**src/rtl/object_datapath_pkg.sv**
```systemverilog
`default_nettype none
// ---------------------------------------------------------------------------
// obj_pkg : shared geometry, op encodings and colours for object_datapath.
// Revision : 1.0
// ---------------------------------------------------------------------------
package obj_pkg;

  localparam int SCREEN_W = 160;
  localparam int SCREEN_H = 120;
  localparam int OBJ_W    = 25;
  localparam int OBJ_H    = 10;

  localparam logic [1:0] OP_DRAW  = 2'b00;
  localparam logic [1:0] OP_ERASE = 2'b01;
  localparam logic [1:0] OP_ALT   = 2'b10;

  localparam logic [2:0] COLOUR_OBJ = 3'b111;
  localparam logic [2:0] COLOUR_ALT = 3'b100;
  localparam logic [2:0] COLOUR_BG  = 3'b000;

  // Both erase encodings (01 and 11) paint background.
  function automatic logic [2:0] op_colour(input logic [1:0] op,
                                           input logic [2:0] obj_c,
                                           input logic [2:0] alt_c,
                                           input logic [2:0] bg_c);
    logic [2:0] c;
    c = bg_c;
    case (op)
      OP_DRAW: c = obj_c;
      OP_ALT:  c = alt_c;
      default: c = bg_c;
    endcase
    return c;
  endfunction

endpackage
`default_nettype wire

```
**src/rtl/object_datapath_pixel_scan_counter.sv**
```systemverilog
`default_nettype none
// ---------------------------------------------------------------------------
// pixel_scan_counter : col/row raster counter over an OBJ_W x OBJ_H box.
// Revision : 1.0
// ---------------------------------------------------------------------------
module pixel_scan_counter #(
  parameter int OBJ_W = 25,
  parameter int OBJ_H = 10,
  parameter int COL_W = $clog2(OBJ_W),
  parameter int ROW_W = $clog2(OBJ_H)
) (
  input  logic             clk,
  input  logic             reset,
  input  logic             en_i,
  input  logic             clr_i,
  output logic [COL_W-1:0] col_o,
  output logic [ROW_W-1:0] row_o,
  output logic             last_o
);

  localparam logic [COL_W-1:0] c_COL_LAST = COL_W'(OBJ_W - 1);
  localparam logic [ROW_W-1:0] c_ROW_LAST = ROW_W'(OBJ_H - 1);

  logic [COL_W-1:0] col_q, col_d;
  logic [ROW_W-1:0] row_q, row_d;

  // Clear outranks enable so a position step always restarts the raster.
  always_comb begin
    col_d = col_q;
    row_d = row_q;
    if (clr_i) begin
      col_d = '0;
      row_d = '0;
    end else if (en_i) begin
      if (col_q == c_COL_LAST) begin
        col_d = '0;
        row_d = (row_q == c_ROW_LAST) ? '0 : row_q + 1'b1;
      end else begin
        col_d = col_q + 1'b1;
      end
    end
  end

  always_ff @(posedge clk or posedge reset) begin
    if (reset) begin
      col_q <= '0;
      row_q <= '0;
    end else begin
      col_q <= col_d;
      row_q <= row_d;
    end
  end

  assign col_o  = col_q;
  assign row_o  = row_q;
  assign last_o = (col_q == c_COL_LAST) && (row_q == c_ROW_LAST);

endmodule
`default_nettype wire

```
**src/rtl/object_datapath.sv**
```systemverilog
`default_nettype none
// ---------------------------------------------------------------------------
// object_datapath : bouncing object position plus per-pixel raster output.
// Revision : 1.0
// ---------------------------------------------------------------------------
module object_datapath
  import obj_pkg::*;
#(
  parameter int         SCREEN_W   = obj_pkg::SCREEN_W,
  parameter int         SCREEN_H   = obj_pkg::SCREEN_H,
  parameter int         OBJ_W      = obj_pkg::OBJ_W,
  parameter int         OBJ_H      = obj_pkg::OBJ_H,
  parameter int         INIT_X     = 68,
  parameter int         INIT_Y     = 55,
  parameter int         STEP       = 1,
  parameter logic [2:0] OBJ_COLOUR = COLOUR_OBJ,
  parameter logic [2:0] ALT_COLOUR = COLOUR_ALT,
  parameter logic [2:0] BG_COLOUR  = COLOUR_BG
) (
  input  logic       clk,
  input  logic       reset,
  input  logic       move_en,
  input  logic       btn_left,
  input  logic       btn_right,
  input  logic       load_coord,
  input  logic       datapath_en,
  input  logic       plot,
  input  logic [1:0] op,
  output logic [7:0] x_out,
  output logic [6:0] y_out,
  output logic [2:0] colour,
  output logic       plot_out,
  output logic       scan_done,
  output logic       edge_hit
);

  localparam int         COL_W   = $clog2(OBJ_W);
  localparam int         ROW_W   = $clog2(OBJ_H);
  localparam logic [8:0] c_X_MAX = 9'(SCREEN_W - OBJ_W);
  localparam logic [8:0] c_Y_MAX = 9'(SCREEN_H - OBJ_H);
  localparam logic [8:0] c_STEP  = 9'(STEP);

  logic [7:0] pos_x_q, pos_x_d;
  logic [6:0] pos_y_q, pos_y_d;
  logic       dx_q, dx_d, dy_q, dy_d, dx_pend_q, dx_pend_d;
  logic [7:0] x_q, x_d;
  logic [6:0] y_q, y_d;
  logic [2:0] colour_q, colour_d;
  logic       plot_q, plot_d, done_q, done_d, edge_q, edge_d;

  logic [COL_W-1:0] col;
  logic [ROW_W-1:0] row;
  logic             last;
  logic             capture;
  logic [8:0]       nx, ny;
  logic             bounce_x, bounce_y;

  // A position step takes priority over a scan advance in the same cycle.
  assign capture = datapath_en & ~load_coord;

  pixel_scan_counter #(
    .OBJ_W (OBJ_W),
    .OBJ_H (OBJ_H),
    .COL_W (COL_W),
    .ROW_W (ROW_W)
  ) u_scan (
    .clk    (clk),
    .reset  (reset),
    .en_i   (capture),
    .clr_i  (load_coord),
    .col_o  (col),
    .row_o  (row),
    .last_o (last)
  );

  // dx is a direction flag: 1 = positive. A bounce overrides any steering seen this cycle.
  always_comb begin
    dx_pend_d = dx_pend_q;
    dx_d      = dx_q;
    dy_d      = dy_q;
    pos_x_d   = pos_x_q;
    pos_y_d   = pos_y_q;
    nx        = {1'b0, pos_x_q};
    ny        = {2'b00, pos_y_q};
    bounce_x  = 1'b0;
    bounce_y  = 1'b0;
    if (move_en && (btn_left ^ btn_right)) begin
      dx_pend_d = btn_right;
    end
    if (load_coord) begin
      if (dx_pend_q) begin
        nx = {1'b0, pos_x_q} + c_STEP;
        if (nx > c_X_MAX) begin
          nx       = c_X_MAX;
          bounce_x = 1'b1;
        end
      end else if ({1'b0, pos_x_q} < c_STEP) begin
        nx       = '0;
        bounce_x = 1'b1;
      end else begin
        nx = {1'b0, pos_x_q} - c_STEP;
      end

      if (dy_q) begin
        ny = {2'b00, pos_y_q} + c_STEP;
        if (ny > c_Y_MAX) begin
          ny       = c_Y_MAX;
          bounce_y = 1'b1;
        end
      end else if ({2'b00, pos_y_q} < c_STEP) begin
        ny       = '0;
        bounce_y = 1'b1;
      end else begin
        ny = {2'b00, pos_y_q} - c_STEP;
      end

      dx_d    = dx_pend_q ^ bounce_x;
      dy_d    = dy_q ^ bounce_y;
      pos_x_d = nx[7:0];
      pos_y_d = ny[6:0];
      if (bounce_x) begin
        dx_pend_d = ~dx_pend_q;
      end
    end
  end

  always_comb begin
    x_d      = x_q;
    y_d      = y_q;
    colour_d = colour_q;
    plot_d   = 1'b0;
    done_d   = 1'b0;
    edge_d   = load_coord & (bounce_x | bounce_y);
    if (capture) begin
      x_d      = pos_x_q + 8'(col);
      y_d      = pos_y_q + 7'(row);
      colour_d = op_colour(op, OBJ_COLOUR, ALT_COLOUR, BG_COLOUR);
      plot_d   = plot;
      done_d   = last;
    end
  end

  always_ff @(posedge clk or posedge reset) begin
    if (reset) begin
      pos_x_q   <= 8'(INIT_X);
      pos_y_q   <= 7'(INIT_Y);
      dx_q      <= 1'b1;
      dy_q      <= 1'b1;
      dx_pend_q <= 1'b1;
      x_q       <= '0;
      y_q       <= '0;
      colour_q  <= '0;
      plot_q    <= 1'b0;
      done_q    <= 1'b0;
      edge_q    <= 1'b0;
    end else begin
      pos_x_q   <= pos_x_d;
      pos_y_q   <= pos_y_d;
      dx_q      <= dx_d;
      dy_q      <= dy_d;
      dx_pend_q <= dx_pend_d;
      x_q       <= x_d;
      y_q       <= y_d;
      colour_q  <= colour_d;
      plot_q    <= plot_d;
      done_q    <= done_d;
      edge_q    <= edge_d;
    end
  end

  assign x_out     = x_q;
  assign y_out     = y_q;
  assign colour    = colour_q;
  assign plot_out  = plot_q;
  assign scan_done = done_q;
  assign edge_hit  = edge_q;

endmodule
`default_nettype wire
```
**config.mk**
```make
export PLATFORM = sky130hd
export DESIGN_NAME = object_datapath
export DESIGN_NICKNAME = d
export VERILOG_FILES = /design/src/rtl/object_datapath_pkg.sv /design/src/rtl/object_datapath_pixel_scan_counter.sv /design/src/rtl/object_datapath.sv
export SDC_FILE = /design/constraint.sdc
export NUM_CORES = 1
export LEC_CHECK = 0
export ABC_CLOCK_PERIOD_IN_PS = 4500
export CORE_ASPECT_RATIO = 0.7
export CORE_UTILIZATION = 55
export CTS_CLUSTER_SIZE = 16
export DETAILED_ROUTE_END_ITERATION = 10
export HOLD_SLACK_MARGIN = 0.06
export PLACE_DENSITY = 0.84
export SYNTH_ARGS = -nofsm -noshare
export SYNTH_HDL_FRONTEND = slang
export SYNTH_SLANG_ARGS = --single-unit
```
**constraint.sdc**
```tcl
create_clock -name clk -period 4.5 [get_ports clk]
set_input_delay 0.45 -clock clk [delete_from_list [all_inputs] [get_ports clk]]
set_output_delay 0.45 -clock clk [all_outputs]
set_load 0.02 [all_outputs]
```
# Word-level counts from Yosys, hierarchy flattened
# Cells that the tools add are included.
totals:
  regBits: 47
  out_inout_bits: 21
classes:
  bitwise_logic: 7
  addsub: 8
  n_lt_le_gt_ge: 4
  reduce_logical: 6
  eq_ne: 3
  muxes: 29
op_table:
  columns: ["operator", "n"]
  rows:
  - ["2-to-1 mux 8 bit", 3]
  - ["2-to-1 mux 7 bit", 3]
  - ["2-to-1 mux 4 bit", 4]
  - ["2-to-1 mux 1 bit", 15]
  - ["2-to-1 mux 5 bit", 3]
  - ["adder 8 x 1 -> 9 bit, second input constant", 1]
  - ["greater-than comparator 9 x 8 -> 1 bit, second input constant", 1]
  - ["adder 7 x 1 -> 8 bit, second input constant", 1]
  - ["adder 8 x 5 -> 8 bit", 1]
  - ["greater-than comparator 8 x 7 -> 1 bit, second input constant", 1]
  - ["less-than comparator 8 x 1 -> 1 bit, second input constant", 1]
  - ["subtractor 8 x 1 -> 8 bit, second input constant", 1]
  - ["adder 7 x 4 -> 7 bit", 1]
  - ["less-than comparator 7 x 1 -> 1 bit, second input constant", 1]
  - ["subtractor 7 x 1 -> 7 bit, second input constant", 1]
  - ["one-hot mux 3 bit (2 select lines)", 1]
  - ["adder 5 x 1 -> 5 bit, second input constant", 1]
  - ["equality test 5 bit, second input constant", 1]
  - ["adder 4 x 1 -> 4 bit, second input constant", 1]
  - ["equality test 4 bit, second input constant", 1]
  - ["nonzero test 2 bit", 2]
  - ["AND 1 bit", 2]
  - ["equality test 2 bit, second input constant", 1]
  - ["logical AND 1 bit", 2]
  - ["other kinds (5)", 7]

# Depth between registers and ports, before layout
# Gate-level depths: netlist (run 1).
depth:
  word_depth: 8
  ltp_mapped: 10

# Modules after synthesis
# Synthesis (run 1) repeated with hierarchy kept, for this count alone.
hier_totals:
  cells_unflattened: 373
  hier_area_um2: 3210.6
by_module_without_submodules:
  columns: ["mod", "seq_area_each_um2", "cells_per_inst", "n_inst", "area_per_inst_um2"]
  rows:
  - ["object_datapath", 937.1, 318, 1, 2641.3]
  - ["pixel_scan_counter", 225.2, 55, 1, 569.3]

# Worst setup path after synthesis (run 1)
# Ideal clock, no wire load.
synth_timing:
  path_kind: "reg2reg"
  startpoint: "reg pos_x_q[0]"
  endpoint: "reg pos_x_q[5]"
  stages_incl_launch_ff: 9
  arrival_ns: 2.152
  synth_period_minus_slack_ns: 2.277
  slack_ns: 2.223
  setup_time_ns: 0.126
  path_cell_list: "dfrtp_1 buf_2 inv_1 ha_1 or3b_2 a32o_1 o221ai_1 a21boi_1 a221o_1"
synth_via:
  elab_chain_cells: 4
  elab_cells_between_ends: 7
synth_lines:
  columns: ["element", "line", "source"]
  rows:
  - ["start: declaration", "object_datapath.sv:43", "logic [7:0] pos_x_q, pos_x_d;"]
  - ["start signal: assignment", "object_datapath.sv:145", "pos_x_q <= 8'(INIT_X);"]
  - ["start signal: assignment", "object_datapath.sv:157", "pos_x_q <= pos_x_d;"]
  - ["adder 8 x 1 -> 9 bit", "object_datapath.sv:92", "nx = {1'b0, pos_x_q} + c_STEP;"]
  - ["greater-than comparator 9 x 8 -> 1 bit", "object_datapath.sv:93", "if (nx > c_X_MAX) begin"]
  - ["2-to-1 mux 8 bit", "object_datapath.sv:93", null]
  - ["2-to-1 mux 8 bit *", "object_datapath.sv:91", "if (dx_pend_q) begin"]
# Every way passes the cells marked *; elsewhere a longest branch is shown, timed or not.
# A chain may end at the register's enable or synchronous reset.

# Final worst setup path (run 1)
layout_timing:
  startpoint: "reg pos_x_q[0]"
  endpoint: "reg pos_x_q[0]"
# The elaborated chain is that of the path after synthesis.

==> reports/results.ini, run 1 <==
[outcome]
status=completed

[clock_network]
clock_path_buffers=2
cts_hold_buf=0
htreeDepth=2
cts-buffers-inserted=5
worstSkewPairLatency_ns=0.31
cts_resized=0
path_clk_slew_ns=0.10
clockRootBuffer=clkbuf_8
post_cts_buffers=0
tritoncts=built
cts.sinks=46

[finish]
antenna_cells=0
nets=415
layout-drive-gt1-share=0.07273
layout_commonest_cell=nand2_1
syn_to_final_growth_pct=12.75
num-fill-cells=429
fin_cells=457
utilization=0.6615
layout_common_cells=nand2_1 (46), dfrtp_1 (37), o21ai_0 (36)

[global_routing]
track_usage=0.2559
antenna_found_initial=0
overflow=0
grt_pass1_wl_um=12270
grt_max_degree=47
grt_pass1_vias=2642

[sta]
rsz0062_at_grt=no
fin_skew_ns=0.008590
finalHoldViolCount=0
setup-violations-final=0
tightest_slew_ns=0.9369
setup_tns_ns=0
max-slew-margin-rel=0.3745
post-route-period-util=0.6001
fin_ws_ns=1.800
slew_violations=0
max_freq_ghz=0.3703
min_period_ns=2.700

[floorplanning]
dieArea_mm2=0.006037
chipWidth_um=92.44
io_pins=31
fp.dieH_um=65.31
initial_core_util=0.5867
row_count=22
core_mm2=0.005368

[power]
seqPwrFrac=0.396
netSwitchingFraction=0.4320
power.share.clock=0.177
total_leakage_power_nw=1.518
p_comb_frac=0.427
powerDensity_mw_per_mm2=605.2
power_w=0.002149
intPower_w=0.001221
peakVddDrop_uv=382.1
switchingPower_w=0.0009283

[routing]
num_vias=2744
wl_um=7035
vias_per_cell=6.004
ant_nets=0
drtIter0Drc=222
first_pass_iters=7
routedWlPerCell_um=15.39
drc=0

[place]
numPortBuffers=30
gp_congestion=0.9472
dp_hpwl_um=4841
place_inst=449
place_ws_ns=1.723

[worst_setup_path]
path_buf_inv=1
critPathCaptureType=flip-flop
worstSetupPathType=reg2reg
cp_top_family=simple AND/OR/NAND/NOR gates
cp-start-kind=flip-flop
path_cells=inv_1 > ha_1 > or3b_2 > a32o_1 > o221ai_1 > and3_1 > o21ai_0 > o31ai_1
cp_slowest_stage_delay_ns=0.58
cp_data_arrival_time_ns=2.91
crit_path_max_fanout=11
cp.required_ns=4.71
critPathSlowestCell=dfrtp_1

[synth]
synth.distinct_cells=58
yosys_register_bits=46
ys.flop_type=dfrtp_1
synth_top_cell_area_share=0.2940
postSynthCellCount=372
async_flop_share=1.000
syn_avg_cell_area_um2=8.466
syn-num-nets=403
yosys_warnings=0
synth-edff-count=0
synth.area.top_cells=dfrtp_1 (29%), ha_1 (7.5%), dfstp_2 (7.5%), o21ai_0 (5.7%), nand2_1 (5.5%)
syn_area_mm2=0.003149
seq_area_frac_synth=0.3691
yosysTopAreaCell=dfrtp_1

[flow_run]
drv_cap=0

[worst_hold_path]
min_path_type=reg2reg

[final timing paths]
check / from / endpoint / slack, ns / cells after the start
hold / removal: x_out[6]$_DFFE_PP0P_ / x_out[6]$_DFFE_PP0P_ / 0.49 / 2
setup reg to reg: pos_x_q[0]$_DFFE_PP0P_ / pos_x_q[0]$_DFFE_PP0P_ / 1.80 / 8
setup / recovery: pos_x_q[0]$_DFFE_PP0P_ / pos_x_q[0]$_DFFE_PP0P_ / 1.80 / 8
min in group asynchronous: reset / pos_y_q[3]$_DFFE_PP0P_ / 0.66 / 2
max in group asynchronous: reset / y_out[6]$_DFFE_PP0P_ / 3.24 / 2
hold reg to reg: x_out[6]$_DFFE_PP0P_ / x_out[6]$_DFFE_PP0P_ / 0.49 / 2
[per-layer routing]
metal,global-route usage,vias to the layer above,routed length [um]
li1,-,1347,-
met1,0.3590,1259,3264
met2,0.4093,127,3111
met3,0.04051,11,585
met4,0.07813,0,74
met5,0,-,0
[tightest hold or removal path: stages, from the launching register on]
cell and delay [ns]:
dfrtp_1 0.35, nand2_1 0.04, o21ai_0 0.06
[logic make-up after synthesis]
group           Yosys count  share of synthesized area
compound gates           98                     0.2026
xor+xnor                 10                    0.02781
fa+ha+maj                22                    0.09138
buf+inv                  47                    0.06754
flops                    46                     0.3691
mux                       7                    0.02265
simple gates            142                     0.2189
[power by group through the flow]
stage	sequential [W]	clock (W)	combinational [W]
3_5_place_dp	0.000848	0	0.000890
3_3_place_gp	0.000844	0	0.000869
6_report	0.000852	0.000381	0.000917
5_1_grt	0.000885	0.000397	0.00102
4_1_cts	0.000842	0.000379	0.000909
2_1_floorplan	0.000751	0	0.000727
[registers in the layout (all words and copies together), names as in the netlist]
signal	count
colour	2
dx_pend_q	1
dy_q	1
edge_hit	1
plot_out	1
pos_x_q	8
pos_y_q	7
scan_done	1
u_scan.col_o	5
u_scan.row_o	4
x_out	8
y_out	7
[final cells by class]
cell class	count	area, um^2	area share
Sequential cell	46	1162	0.3273
Clock buffer	5	68.82	0.01938
Inverter	21	78.83	0.02220
Tap cell	72	90.09	0.02537
Clock inverter	3	68.82	0.01938
Timing Repair Buffer	31	307.8	0.08668
Multi-Input combinational cell	279	1774	0.4996
[metrics by stage]
stage          cell area [um^2]  hold WS (ns)
2_1_floorplan              3149        0.5242
3_3_place_gp               3413        0.4627
3_5_place_dp               3413        0.4718
4_1_cts                    3551        0.4942
5_1_grt                    3551        0.5238
6_report                   3551        0.4888
[cells in the mapped netlist, types with 4 or more instances]
cell type / n
dfrtp_1: 37
a31oi_1: 5
or3_1: 4
inv_1: 21
xnor2_1: 4
ha_1: 19
a21oi_1: 17
a22oi_1: 7
nor2_1: 29
xor2_1: 6
and3_1: 7
nor4_1: 6
nor2b_1: 6
nor3_1: 16
mux2i_1: 6
nand2_1: 46
dfstp_2: 9
nand3_1: 12
clkbuf_1: 18
o21ai_0: 36
o31ai_1: 5
No activity file was read; power rests on OpenSTA's default activity.
==> inputs of run 2 (changes only) <==
--- a/config.mk
+++ b/config.mk
@@ -5,7 +5,7 @@
 export SDC_FILE = /design/constraint.sdc
 export NUM_CORES = 1
 export LEC_CHECK = 0
-export ABC_CLOCK_PERIOD_IN_PS = 4500
+export ABC_CLOCK_PERIOD_IN_PS = 2800
 export CORE_ASPECT_RATIO = 0.7
 export CORE_UTILIZATION = 55
 export CTS_CLUSTER_SIZE = 16
==> constraint.sdc (replaced) <==
create_clock -name clk -period 2.8 [get_ports clk]
set_input_delay 0.28 -clock clk [delete_from_list [all_inputs] [get_ports clk]]
set_output_delay 0.28 -clock clk [all_outputs]
set_load 0.02 [all_outputs]
==> run 2 against run 1 <==
Compared with the run above:
- sequential share of layout area rose by 0.069 points
- sequential power rose by 53%
- clock power rose by 10%
- via count rose by 2.0%
- flip-flop and latch count unchanged
- hold slack worse by 0.057 ns
- total power rose by 53%
- register-to-register slack worse by 1.6 ns
- highest routed layer unchanged
==> reports/results.ini, run 2 (same netlist as run 1, synthesis figures left out) <==
[clock_network]
path_clk_slew_ns=0.09
clockRootBuffer=clkbuf_8
cts-buffers-inserted=5
htreeDepth=2
cts_resized=0
cts.sinks=46
post_cts_buffers=0
clock_path_buffers=2
worstSkewPairLatency_ns=0.30
tritoncts=built
cts_hold_buf=0

[global_routing]
antenna_found_initial=0
grt_pass1_wl_um=12040
grt_pass1_vias=2480
track_usage=0.2538
grt_max_degree=47
overflow=0

[finish]
antenna_cells=0
layout_common_cells=nand2_1 (46), dfrtp_1 (37), o21ai_0 (36)
syn_to_final_growth_pct=12.51
layout-drive-gt1-share=0.08462
nets=420
fin_cells=462
fin_area_mm2=0.003543
num-fill-cells=452
layout_commonest_cell=nand2_1

[worst_hold_path]
min_path_type=in2async

[routing]
wl_met1_um=3494
vias_per_cell=6.061
num_vias=2800
maxUsedRoutingLayer=met4
first_pass_iters=5
drtIter0Drc=298
drc=0
met2WireLength_um=3152
ant_nets=0
routedWlPerCell_um=15.77
wl_met3_um=548
wl_um=7288

[worst_setup_path]
worstRegToRegCells=7
cp-start-kind=flip-flop
r2r_start=pos_x_q[0]$_DFFE_PP0P_
cp.required_ns=2.99
cp_data_arrival_time_ns=2.77
worstSetupPathType=reg2reg
critPathCaptureType=flip-flop
crit_path_start=pos_x_q[0]$_DFFE_PP0P_
crit_path_max_fanout=11

[place]
place_inst=454
gp_congestion=0.8708
numPortBuffers=30
place_ws_ns=0.2628
post_dp_cell_area_mm2=0.003451
dp_hpwl_um=5092

[floorplanning]
fp.dieH_um=65.31
initial_core_util=0.5867
dieArea_mm2=0.006037
chipWidth_um=92.44
row_count=22
core_mm2=0.005368
io_pins=31

[sta]
fin_skew_ns=0.009178
tightest_slew_ns=0.8316
min_period_ns=2.582
setup-violations-final=0
max_freq_ghz=0.3872
finalHoldViolCount=0
setup_tns_ns=0
fin_ws_ns=0.2177
slew_violations=0
whs_ns=0.4320
max-slew-margin-rel=0.4442
post-route-period-util=0.9223
rsz0062_at_grt=no

[flow_run]
drv_cap=0

[power]
total_leakage_power_nw=1.515
powerDensity_mw_per_mm2=928.2
peakVddDrop_uv=428.9

[outcome]
status=completed

## run 2: cell types whose count changed in the layout (fill, tap and decap cells not counted), sizes merged
cell      before  now
buf            1    6
bufinv         2    0
clkinv         1    0
clkinvlp       0    2
inv           21   22
## run 2: final cells by class
type	count	area (um^2)	area share
clock inverter	3	23.77	0.006709
tap	72	90.09	0.02542
clock buffer	5	68.82	0.01942
sequential	46	1162	0.3280
multi-input combinational	279	1774	0.5007
inverter	21	78.83	0.02225
timing repair buffer	36	345.3	0.09746
## run 2: worst max-delay path, cell delays in order, from the launching register on
cell and delay (ns):
dfrtp_1 0.55, inv_1 0.13, ha_1 0.33, or3b_2 0.44, a32o_1 0.23, o221ai_1 0.24
a21boi_1 0.19, a221o_1 0.35
## run 2: metal layers
layer / GRT usage / vias up
met1: 0.3810 / 1311
met5: 0 / -
met3: 0.04861 / 15
met4: 0.05469 / 0
li1: - / 1363
met2: 0.3796 / 111
## run 2: final timing paths
path                                          end  slack [ns]
max                        pos_x_q[5]$_DFFE_PP0P_        0.22
min                        pos_x_q[4]$_DFFE_PP0P_        0.43
max reg2reg                pos_x_q[5]$_DFFE_PP0P_        0.22
min reg2reg                  x_out[5]$_DFFE_PP0P_        0.49
max in group asynchronous    y_out[3]$_DFFE_PP0P_        1.95
min in group clk             x_out[5]$_DFFE_PP0P_        0.49
## run 2: where the power goes
| part | switching (W) | internal, W |
|---|---|---|
| Clock | 0.000243 | 0.000179 |
| Combinational | 0.000869 | 0.000699 |
| Sequential | 0.000370 | 0.000930 |
## run 2: through the flow
stage	utilization	total power, W
after floorplan	-	0.002375
after CTS	0.6601	0.003268
after global routing	0.6601	0.003538
after global placement	0.6429	0.002788
after detailed placement	0.6429	0.002840
final	0.6601	0.003289
==> inputs of run 3 (changes only) <==
--- a/config.mk
+++ b/config.mk
@@ -5,13 +5,14 @@
 export SDC_FILE = /design/constraint.sdc
 export NUM_CORES = 1
 export LEC_CHECK = 0
-export ABC_CLOCK_PERIOD_IN_PS = 2800
+export ABC_CLOCK_PERIOD_IN_PS = 3100
 export CORE_ASPECT_RATIO = 0.7
 export CORE_UTILIZATION = 55
 export CTS_CLUSTER_SIZE = 16
 export DETAILED_ROUTE_END_ITERATION = 10
 export HOLD_SLACK_MARGIN = 0.06
 export PLACE_DENSITY = 0.84
+export RECOVER_POWER = 25
 export SYNTH_ARGS = -nofsm -noshare
 export SYNTH_HDL_FRONTEND = slang
 export SYNTH_SLANG_ARGS = --single-unit
==> constraint.sdc (replaced) <==
create_clock -name clk -period 3.1 [get_ports clk]
set_input_delay 0.31 -clock clk [delete_from_list [all_inputs] [get_ports clk]]
set_output_delay 0.31 -clock clk [all_outputs]
set_load 0.1 [all_outputs]
==> run 3 against run 2 <==
Compared with the run above:
- the flow now finishes with violations (max-capacitance violations, max-slew violations)
- sequential share of layout area increased by 0.32 points
- total power increased by 5.9%
- die area unchanged
- utilization decreased by 0.63 points
- clock skew decreased by 0.0030 ns
- via count increased by 0.57%
- first-iteration DRC count decreased by 28%
- clock-buffer cell count unchanged
- critical path type unchanged
- critical endpoint is now pos_x_q[4]$_DFFE_PP0P_
- largest power group unchanged
==> reports/results.ini, run 3 (same netlist as run 1, synthesis figures left out) <==
[floorplanning]
dieArea_mm2=0.006037
fp.dieH_um=65.31
io_pins=31
initial_core_util=0.5867
core_mm2=0.005368
row_count=22
chipWidth_um=92.44

[worst_setup_path]
r2r_end=pos_x_q[4]$_DFFE_PP0P_
cp_data_arrival_time_ns=2.71
cp.required_ns=3.27
r2r_start=pos_x_q[0]$_DFFE_PP0P_
critPathSlowestCell=dfrtp_1
path_buf_inv=1
cp_top_family=compound AO/OA/AOI/OAI gates
worstSetupPathType=reg2reg
worstRegToRegCells=8
crit_path_max_fanout=11
path_cells=inv_1 > ha_1 > or3b_2 > a32o_1 > o221ai_1 > a21boi_1 > a41oi_1 > o31ai_1
critPathCaptureType=flip-flop
rrSetupSlack_ns=0.57
cp_slowest_stage_delay_ns=0.54
cp-start-kind=flip-flop

[finish]
layout_common_cells=nand2_1 (46), dfrtp_1 (37), o21ai_0 (36)
layout-drive-gt1-share=0.06995
layout_commonest_cell=nand2_1
num-fill-cells=466
antenna_cells=0
nets=416
syn_to_final_growth_pct=11.44

[outcome]
violations=max-capacitance violations, max-slew violations
status=finished, violations left

[routing]
first_pass_iters=5
num_vias=2816
drtIter0Drc=215
drc=0
vias_per_cell=6.148
routedWlPerCell_um=15.89
ant_nets=0
wl_um=7276

[sta]
max-slew-margin-rel=-0.1485
min_period_ns=2.535
tightest_slew_ns=1.721
finalHoldViolCount=0
slew_violations=47
whs_ns=0.4813
fin_skew_ns=0.006165
fin_ws_ns=0.5653
rsz0062_at_grt=no
post-route-period-util=0.8176
setup_tns_ns=0
max_freq_ghz=0.3945
setup-violations-final=0

[worst_hold_path]
whs_path_depth=2
min-delay-start=x_out[0]$_DFFE_PP0P_
min_path_type=reg2reg
hold_end=x_out[0]$_DFFE_PP0P_

[clock_network]
cts_hold_buf=0
clock_path_buffers=2
cts_resized=0
post_cts_buffers=0
path_clk_slew_ns=0.10
worstSkewPairLatency_ns=0.31
htreeDepth=2
tritoncts=built
cts.sinks=46
cts-buffers-inserted=5
clockRootBuffer=clkbuf_8

[place]
gp_congestion=0.8785
dp_hpwl_um=5122
numPortBuffers=30
place_ws_ns=0.6291

[power]
peakVddDrop_uv=550.9
powerDensity_mw_per_mm2=992.8
total_leakage_power_nw=1.493

[global_routing]
grt_pass1_vias=2673
grt_max_degree=47
antenna_found_initial=0
grt_pass1_wl_um=12490
overflow=0
track_usage=0.2628

[flow_run]
drv_cap=1

[run 3: layout make-up]
| type | instances | area [um^2] | share of cell area |
|---|---|---|---|
| multi-input cells | 279 | 1774 | 0.5055 |
| flip-flops and latches | 46 | 1162 | 0.3312 |
| repair buffers | 32 | 311.5 | 0.08877 |
| well taps | 72 | 90.09 | 0.02567 |
| inverters | 21 | 78.83 | 0.02246 |
| clock buffers | 5 | 68.82 | 0.01961 |
| clock inverters | 3 | 23.77 | 0.006774 |
[run 3: metal layers]
layer	GRT usage	vias to the layer above	wire length, um
met5	0	-	0
li1	-	1350	-
met4	0.08594	0	99
met1	0.3843	1318	3381
met2	0.3870	135	3174
met3	0.05556	13	620
[run 3: worst max path at each step]
stage / start / slack (ns) / cells after the start / to
floorplan: pos_x_q[0]$_DFFE_PP0P_ / 0.82 / 8 / pos_x_q[5]$_DFFE_PP0P_
global placement: pos_x_q[0]$_DFFE_PP0P_ / 0.73 / 7 / pos_x_q[5]$_DFFE_PP0P_
detailed placement: pos_x_q[1]$_DFFE_PP0P_ / 0.63 / 7 / pos_x_q[5]$_DFFE_PP0P_
CTS: pos_x_q[1]$_DFFE_PP0P_ / 0.60 / 7 / pos_x_q[5]$_DFFE_PP0P_
global route: pos_x_q[1]$_DFFE_PP0P_ / 0.33 / 8 / pos_x_q[4]$_DFFE_PP0P_
finish: pos_x_q[0]$_DFFE_PP0P_ / 0.57 / 8 / pos_x_q[4]$_DFFE_PP0P_
[run 3: tightest hold or removal path, stage by stage, from the launching register on]
cell     delay [ns]
dfrtp_1        0.35
nand2_1        0.05
nand2_1        0.05
[run 3: power by group]
part	switching, W	internal [W]
logic	0.00125	0.000607
registers	0.000394	0.000839
clock network	0.000233	0.000162
[run 3: per-stage QoR]
stage	instance area (um^2)	util	power (W)	instances
2_1_floorplan	3149	-	0.002655	372
3_3_place_gp	3421	0.6373	0.003009	450
3_5_place_dp	3421	0.6373	0.003063	450
4_1_cts	3513	0.6545	0.003460	458
5_1_grt	3510	0.6538	0.003713	458
6_report	3510	0.6538	0.003484	458
